File: src/rtl/decode_stage_ctrl.sv
// IF/ID pipeline register control: valid/ready capture, legal issue to execute,
// illegal-instruction trap handshake, flush, and a saturating illegal counter.
module decode_stage_ctrl #(
    parameter int XLEN       = 32,
    parameter int CNT_W      = 16,
    parameter int TRAP_CAUSE = 2
) (
    input  logic             clk,
    input  logic             rst_n,
    input  logic             fetch_valid,
    output logic             fetch_ready,
    input  logic [XLEN-1:0]  fetch_insn,
    input  logic [XLEN-1:0]  fetch_pc,
    output logic [XLEN-1:0]  dec_insn,
    input  logic             illegal_insn,
    output logic             id_valid,
    output logic [XLEN-1:0]  id_pc,
    input  logic             ex_ready,
    input  logic             flush,
    output logic             trap_req,
    output logic [4:0]       trap_cause,
    output logic [XLEN-1:0]  trap_tval,
    output logic [XLEN-1:0]  trap_pc,
    input  logic             trap_ack,
    output logic [CNT_W-1:0] illegal_count
);

    typedef enum logic [1:0] {
        EMPTY = 2'd0,
        HELD  = 2'd1,
        TRAP  = 2'd2
    } state_t;

    state_t            state;
    logic [XLEN-1:0]   insn_q;
    logic [XLEN-1:0]   pc_q;
    logic [CNT_W-1:0]  count_q;
    logic              capture;

    // Handshake outputs are held low while reset is asserted so nothing is
    // accepted or issued before the pipeline is known to be empty.
    always_comb begin
        fetch_ready = 1'b0;
        id_valid    = 1'b0;
        if (rst_n && !flush) begin
            fetch_ready = (state == EMPTY) ||
                          ((state == HELD) && !illegal_insn && ex_ready);
            id_valid    = (state == HELD) && !illegal_insn;
        end
    end

    assign capture       = fetch_valid && fetch_ready;
    assign trap_req      = rst_n && (state == TRAP);
    assign trap_cause    = trap_req ? 5'(TRAP_CAUSE) : 5'd0;
    assign trap_tval     = trap_req ? insn_q : '0;
    assign trap_pc       = trap_req ? pc_q : '0;
    assign dec_insn      = insn_q;
    assign id_pc         = pc_q;
    assign illegal_count = count_q;

    // The held register only loads on an accepted fetch, so it stays frozen
    // through TRAP and after a flush without extra qualification here.
    always_ff @(posedge clk) begin
        if (!rst_n) begin
            state   <= EMPTY;
            insn_q  <= '0;
            pc_q    <= '0;
            count_q <= '0;
        end else begin
            if (capture) begin
                insn_q <= fetch_insn;
                pc_q   <= fetch_pc;
            end
            if (flush) begin
                state <= EMPTY;
            end else begin
                case (state)
                    EMPTY: begin
                        if (fetch_valid) state <= HELD;
                    end
                    HELD: begin
                        if (illegal_insn) begin
                            state <= TRAP;
                            if (count_q != '1) count_q <= count_q + CNT_W'(1);
                        end else if (ex_ready && !fetch_valid) begin
                            state <= EMPTY;
                        end
                    end
                    TRAP: begin
                        if (trap_ack) state <= EMPTY;
                    end
                    default: state <= EMPTY;
                endcase
            end
        end
    end

endmodule

File: config.mk
export PLATFORM = sky130hd
export DESIGN_NAME = decode_stage_ctrl
export DESIGN_NICKNAME = d
export VERILOG_FILES = /design/src/rtl/decode_stage_ctrl.sv
export SDC_FILE = /design/constraint.sdc
export NUM_CORES = 1
export LEC_CHECK = 0
export CAP_MARGIN = 30
export CORE_MARGIN = 2
export CORE_UTILIZATION = 40
export CTS_BUF_LIST = sky130_fd_sc_hd__clkbuf_16
export CTS_CLUSTER_SIZE = 20
export DETAILED_ROUTE_END_ITERATION = 10
export HOLD_SLACK_MARGIN = 0.15
export PLACE_DENSITY = 0.9
export SLEW_MARGIN = 30
export SYNTH_ARGS = -nofsm -noshare
export SYNTH_HDL_FRONTEND = slang
export SYNTH_SLANG_ARGS = --single-unit
File: constraint.sdc
create_clock -name clk -period 4.7 [get_ports clk]
set_input_delay 0.94 -clock clk [delete_from_list [all_inputs] [get_ports clk]]
set_output_delay 0.94 -clock clk [all_outputs]
set_load 0.01 [all_outputs]
==> metrics, run 1 <==
most frequent cells in the layout=218 x clkdlybuf4s50_1, 138 x nand2_1, 82 x dfxtp_1, 77 x a21oi_1, 64 x and2_1; sw frac=22.10%; Fill cells=689; die height=99.70 µm; RSZ-0062 raised after global routing=false; # hold bufs at CTS=0; Worst Hold Class=reg -> reg; critical path arrival=2.99 ns; crit path kind=in -> out; Final Hold Vio Count=0; Initial Util=41.60%; combinational share of power=10.7%; critical path endpoint category=output pin; CTS tree=done; CTS clk-pin slew, worst paths=0.06 ns; Final Cell Area=6132 µm²; Detailed Route WL=11,290 µm; ANT nets after route=0; row count=34; TNS Setup=0 ns; synth warn=0; period utilization=83.63%; dpl cells=767; final max-slew violation count=0; CTS buffer count=9; Starting DRT DRC Count=134; Reg power frac=46.7%; Root Buffer=clkbuf_16; Post-DP HPWL=8415 µm; # resized after CTS=0; status=completed; crit-path max FO=35; All-Layer GR Usage=22.06%; P_int=1.217 mW; Post-Syn Area=3664 µm²; Clock Power Share=42.7%; first-pass GRT wire length=17,980 µm; die width=99.70 µm; count of port buffers added during placement=218; Setup WS pre-CTS=0.7422 ns; Critical Path RT=3.76 ns; overall via count from detail_route=3,999; leading cell type in the layout, fill and taps excluded=clkdlybuf4s50_1; Tmin final=3.930 ns; Worst-Skew Late Latency=0.32 ns; vias in the first global route=3,699; Clock Path Buffers=2; initial antenna violation count=0; Sink Count=82; Synth cell types=37; final setup fails=0; number of diodes=0; leak pwr=2.139 nW; WHS Path Cells=2; final worst slack=0.7696 ns; FMAX=0.2544 GHz; register area share after synthesis=44.81%; total of max-cap violations=0; Nets=742; pin count of the biggest net entering global routing=65; Max H-tree Level=3; WL/cell=14.41 µm; skew final=0.005098 ns; total core area=8806 µm²; share of cells above drive strength 1=3.852%; RePlAce Congestion=0.8441; worst slew pin tran=0.8256 ns; # Post-CTS Setup Buffers=0; Psw=0.3453 mW; Top Ports=223; DR DRC count=0; max_slew headroom=44.96%; R2R cell count=5; grt total ovfl=0; synthesized flop and latch total=82; die area=9940 µm²; Max VDD drop=184.0 µV; PD cells=254.8 nW/µm²; Post-Syn Area per Cell=7.778 µm²; synthesis-to-layout area growth=67.38%; CP startpoint kind=primary input; routed vias/inst=5.107; Synth Instances=471; Placement Cell Area=5846 µm²; final cell count without fillers=783; drt pass-1 iters=4
==> power groups by stage <==
stage | clock (mW) | sequential (mW) | combinational (mW)
CTS | 0.684 | 0.729 | 0.168
finish | 0.667 | 0.729 | 0.167
detailed placement | 0 | 0.744 | 0.167
global route | 0.715 | 0.731 | 0.181
floorplan | 0 | 0.749 | 0.0572
global placement | 0 | 0.743 | 0.163
==> path summary, 6_finish.rpt <==
path	start	to	slack (ns)
setup / recovery	rst_n	trap_tval[6]	0.77
hold reg to reg	id_pc[18]	id_pc[18]	0.46
setup reg to reg	illegal_count[0]	illegal_count[15]	2.75
hold / removal	id_pc[18]	id_pc[18]	0.46
==> registers in the layout, summed over array words and instances, names as in the netlist <==
register / flops
id_pc: 32
state: 2
illegal_count: 16
dec_insn: 32
==> area by class of cell <==
type	instances	area [µm²]	share of cell area (%)
clock inverters	7	61.31	0.9998
well taps	108	135.1	2.204
multi-input cells	349	1818	29.65
inverters	5	18.77	0.3061
clock buffers	9	225.2	3.673
flip-flops and latches	82	1642	26.77
repair buffers	223	2232	36.40
==> Yosys cell counts (all sizes together) <==
master,n,area share [%]
a211o,1,0.24
a211oi,1,0.55
a21oi,78,11
and2,64,11
and3,3,0.51
and3b,1,0.24
and4,1,0.24
and4bb,1,0.34
buf,16,3.6
clkbuf,22,2.3
clkinv,1,0.10
conb,1,0.10
dfxtp,82,45
ha,1,0.34
inv,4,0.41
mux2i,3,0.82
nand2,138,14
nand2b,3,0.51
nand3,3,0.41
nand3b,1,0.20
nand4,5,0.85
nor2,3,0.31
nor3,3,0.41
nor4,4,0.85
o21ai,4,0.55
o311ai,1,0.24
o31ai,8,1.6
o41ai,2,0.48
or2,1,0.17
or2b,2,0.41
or3,4,0.68
or3b,1,0.24
or4,8,1.6
==> per-layer routing <==
| metal | part of all wire, % | global-route usage (%) |
|---|---|---|
| met1 | 40 | 26.49 |
| met2 | 50 | 38.10 |
| met3 | 7.3 | 5.200 |
| met4 | 2.5 | 8.641 |
| met5 | 0 | 0 |
==> kinds of logic after synthesis <==
| kind of cell | Yosys count | share of synthesized area, % |
|---|---|---|
| compound gates | 95 | 14.45 |
| fa+ha+maj | 1 | 0.3415 |
| buf+inv | 43 | 6.386 |
| flops | 82 | 44.81 |
| mux | 3 | 0.8197 |
| other cells | 1 | 0.1024 |
| simple gates | 246 | 33.09 |
==> through the flow <==
step	utilization, %	power (mW)	hold slack [ns]
floorplan	-	0.8062	0.4882
global placement	66.20	0.9059	0.4537
detailed placement	66.38	0.9112	0.4561
CTS	69.64	1.581	0.4646
global route	69.64	1.627	0.4861
finish	69.64	1.562	0.4608
==> critical path, cell delays in order <==
cell	delay, ns
clkdlybuf4s50_1	0.47
buf_4	0.16
and3_2	0.50
buf_12	0.22
and2_1	0.16
clkdlybuf4s50_1	0.54
Power figures use the tool's default switching activity.
==> inputs of run 2 (changes only) <==
--- a/config.mk
+++ b/config.mk
@@ -7,12 +7,12 @@
 export LEC_CHECK = 0
 export CAP_MARGIN = 30
 export CORE_MARGIN = 2
-export CORE_UTILIZATION = 40
+export CORE_UTILIZATION = 37
 export CTS_BUF_LIST = sky130_fd_sc_hd__clkbuf_16
 export CTS_CLUSTER_SIZE = 20
 export DETAILED_ROUTE_END_ITERATION = 10
 export HOLD_SLACK_MARGIN = 0.15
-export PLACE_DENSITY = 0.9
+export PLACE_DENSITY = 0.84
 export SLEW_MARGIN = 30
 export SYNTH_ARGS = -nofsm -noshare
 export SYNTH_HDL_FRONTEND = slang
==> constraint.sdc (replaced) <==
create_clock -name clk -period 4.1 [get_ports clk]
set_input_delay 0.82 -clock clk [delete_from_list [all_inputs] [get_ports clk]]
set_output_delay 0.82 -clock clk [all_outputs]
set_load 0.01 [all_outputs]
==> run 2 against run 1 <==
Compared with the run above:
- critical path depth is 2 lower
- cell area rose by 0.69%
- flip-flop and latch count did not move
- clock power increased by 20%
- critical path type unchanged
==> metrics, run 2 (synthesized netlist as in run 1, its figures left out) <==
status=completed; Placement Cell Area=5879 µm²; leading cell type in the layout, fill and taps excluded=clkdlybuf4s50_1; count of port buffers added during placement=218; Max H-tree Level=3; area of the multi-input gates=1818 µm²; Nets=744; grt total ovfl=0; sequential cell area=1642 µm²; # hold bufs at CTS=0; Starting DRT DRC Count=127; CTS tree=done; die area=10,710 µm²; crit-path max FO=5; TNS Setup=0 ns; Final Hold Vio Count=0; worst slew pin tran=0.7748 ns; vias in the first global route=3,705; synthesis-to-layout area growth=68.55%; CTS buffer count=9; final max-slew violation count=0; All-Layer GR Usage=20.13%; RePlAce Congestion=0.7899; leak pwr=2.146 nW; # resized after CTS=0; skew final=0.01087 ns; max_slew headroom=47.96%; Max VDD drop=266.6 µV; crit path kind=in -> out; routed vias/inst=4.883; RSZ-0062 raised after global routing=false; Fill cells=823; Worst Hold Class=reg -> reg; Post-DP HPWL=8395 µm; Top Ports=223; die height=103.5 µm; # Post-CTS Setup Buffers=0; die width=103.5 µm; CP startpoint kind=primary input; number of diodes=0; first-pass GRT wire length=18,110 µm; critical path arrival=2.61 ns; PD cells=295.5 nW/µm²; CTS clk-pin slew, worst paths=0.06 ns; total of max-cap violations=0; DR DRC count=0; pin count of the biggest net entering global routing=65; most frequent cells in the layout=218 x clkdlybuf4s50_1, 138 x nand2_1, 82 x dfxtp_1, 77 x a21oi_1, 64 x and2_1; final setup fails=0; drt pass-1 iters=5; critical path endpoint category=output pin; ANT nets after route=0; period utilization=83.76%; Tmin final=3.434 ns; Clock Path Buffers=2; Final Cell Area=6175 µm²; FMAX=0.2912 GHz; WL/cell=14.02 µm; overall via count from detail_route=3,955; Detailed Route WL=11,360 µm; Root Buffer=clkbuf_16; total core area=9684 µm²; Critical Path RT=3.28 ns; row count=36; initial antenna violation count=0; Pwr Total=1.825 mW; Worst-Skew Late Latency=0.33 ns; Sink Count=82; Initial Util=37.83%; share of cells above drive strength 1=4.284%
## run 2: layout make-up
class,instances,area share (%)
Inverter,5,0.3040
Multi-Input combinational cell,349,29.44
Sequential cell,82,26.59
Timing Repair Buffer,225,36.19
Clock inverter,7,1.135
Clock buffer,9,3.647
Tap cell,133,2.695
## run 2: power by group
part	total (mW)	leakage, nW	switching (mW)	internal [mW]
Combinational	0.192	1.34	0.0786	0.113
Sequential	0.835	0.665	0.0170	0.818
Clock	0.798	0.137	0.328	0.470
Total	1.82	2.15	0.423	1.40
## run 2: worst max-delay path, cell delays in order
cell             delay [ns]
clkdlybuf4s50_1        0.53
or3b_1                 0.48
nor3_1                 0.18
clkdlybuf4s50_1        0.60
## run 2: routing by layer
metal,global-route usage [%],wire [µm]
met5,0,0
met4,6.853,177
met3,4.405,830
met2,36.14,5712
met1,23.70,4640
## run 2: stage by stage
stage               std cells  hold slack (ns)  utilization [%]  setup slack [ns]
detailed placement        794           0.4586            60.71            0.6391
global placement          794           0.4532            60.54            0.6670
CTS                       810           0.4673            63.76            0.6405
global route              810           0.4897            63.76            0.5834
floorplan                 474           0.4882                -             1.548
finish                    810           0.4664            63.76            0.6657
## run 2: final timing paths
| path | slack (ns) | endpoint | from | cells past startpoint |
|---|---|---|---|---|
| worst min register to register | 0.47 | id_pc[19] | id_pc[19] | 2 |
| worst min-delay path | 0.47 | id_pc[19] | id_pc[19] | 2 |
| worst max register to register | 2.14 | illegal_count[15] | illegal_count[1] | 5 |
| worst max-delay path | 0.67 | id_valid | rst_n | 4 |
==> inputs of run 3 (changes only) <==
==> constraint.sdc (replaced) <==
create_clock -name clk -period 3.35 [get_ports clk]
set_input_delay 0.67 -clock clk [delete_from_list [all_inputs] [get_ports clk]]
set_output_delay 0.67 -clock clk [all_outputs]
set_load 0.01 [all_outputs]
==> run 3 against run 2 <==
Compared with the run above:
- sequential power is 22% higher
- cell count unchanged
- clock power is 18% higher
- utilization up 0.23 points
- critical path type unchanged
==> metrics, run 3 (synthesized netlist as in run 1, its figures left out) <==
total core area=9684 µm²; Crit path top cell by count=clkdlybuf4s50_1; count of port buffers added during placement=218; final worst slack=0.1698 ns; max_slew headroom=52.12%; share of cells above drive strength 1=4.136%; Starting DRT DRC Count=100; Critical Path RT=2.68 ns; skew final=0.006641 ns; Tmin final=3.180 ns; die area=10,710 µm²; CP startpoint kind=primary input; Clock Path Buffers=2; die height=103.5 µm; CP Cell Sequence=clkdlybuf4s50_1, or3b_1, nor3_1, clkdlybuf4s50_1; total of max-cap violations=0; ANT nets after route=0; # Post-CTS Setup Buffers=0; most frequent cells in the layout=218 x clkdlybuf4s50_1, 138 x nand2_1, 82 x dfxtp_1, 77 x a21oi_1, 64 x and2_1; crit path kind=in -> out; synthesis-to-layout area growth=69.16%; CP max stage cell=clkdlybuf4s50_1; critical path endpoint category=output pin; routed vias/inst=4.872; vias in the first global route=3,747; CTS buffer count=9; pin count of the biggest net entering global routing=65; RSZ-0062 raised after global routing=false; final max-slew violation count=0; Sink Count=82; DR DRC count=0; critical path arrival=2.51 ns; PD cells=355.7 nW/µm²; die width=103.5 µm; leak pwr=2.144 nW; Max H-tree Level=3; Setup WS pre-CTS=0.1925 ns; Final Cell Area=6197 µm²; Post-DP HPWL=8732 µm; Nets=744; # hold bufs at CTS=0; initial antenna violation count=0; Worst Hold Class=reg -> reg; first-pass GRT wire length=18,680 µm; FMAX=0.3144 GHz; CTS tree=done; worst slew pin tran=0.7123 ns; Worst-Skew Late Latency=0.32 ns; Max VDD drop=242.7 µV; Initial Util=37.83%; TNS Setup=0 ns; All-Layer GR Usage=20.88%; RePlAce Congestion=0.7965; crit-path max FO=5; max incr delay on CP=0.61 ns; leading cell type in the layout, fill and taps excluded=clkdlybuf4s50_1; overall via count from detail_route=3,946; Root Buffer=clkbuf_16; Final Hold Vio Count=0; Placement Cell Area=5908 µm²; period utilization=94.93%; number of diodes=0; drt pass-1 iters=4; Crit path max-delay family=buffers and inverters; final setup fails=0; row count=36; grt total ovfl=0; Buf/Inv on CP=2; Top Ports=223; Detailed Route WL=11,590 µm; status=completed; WL/cell=14.30 µm; # resized after CTS=0; CTS clk-pin slew, worst paths=0.05 ns
[run 3: changes by cell type in the layout (fill, tap and decap cells not counted), sizes merged]
| cell | before | now |
|---|---|---|
| inv | 5 | 8 |
| clkinvlp | 2 | 3 |
| clkinv | 4 | 0 |
[run 3: area by class of cell]
cell class	instances	area (µm²)
Timing Repair Buffer	225	2272
Sequential cell	82	1642
Fill cell	815	3487
Clock inverter	7	63.81
Multi-Input combinational cell	349	1809
Clock buffer	9	225.2
Tap cell	133	166.4
Inverter	5	18.77
[run 3: per-stage QoR]
stage                     hold slack [ns]  util, %  cells  power [mW]
after CTS                          0.4664    63.99    810       2.231
after global routing               0.4917    63.99    810       2.292
after global placement             0.4532    60.93    794       1.274
after detailed placement           0.4589    61.01    794       1.283
after floorplan                    0.4882        -    474       1.131
final                              0.4622    63.99    810       2.205
[run 3: power by group]
part	leakage [nW]	internal, mW	switching (mW)	total (mW)
registers	0.665	1.00	0.0207	1.02
logic	1.34	0.140	0.0974	0.237
clock network	0.141	0.569	0.376	0.945
total	2.14	1.71	0.494	2.20
[run 3: final timing paths]
| check | end | startpoint | cells past startpoint | slack [ns] |
|---|---|---|---|---|
| worst min-delay path | dec_insn[14] | dec_insn[14] | 2 | 0.46 |
| worst max register to register | illegal_count[13] | illegal_count[0] | 6 | 1.27 |
| worst max-delay path | id_valid | rst_n | 4 | 0.17 |
| worst min register to register | dec_insn[14] | dec_insn[14] | 2 | 0.46 |
[run 3: layer usage]
| metal | up-vias | global-route usage, % | share of wire (%) |
|---|---|---|---|
| met4 | 0 | 6.178 | 1.4 |
| met5 | - | 0 | 0 |
| li1 | 1954 | - | - |
| met1 | 1813 | 23.93 | 40 |
| met2 | 167 | 38.93 | 52 |
| met3 | 12 | 4.342 | 6.5 |
[run 3: worst register-to-register path, delay by kind of cell (launching register included)]
family | cells | cell delay (ns)
and+or+nand+nor | 3 | 0.92
DFF | 1 | 0.41
muxes | 1 | 0.14
adders and majority gates | 1 | 0.21
buffers and inverters | 1 | 0.28
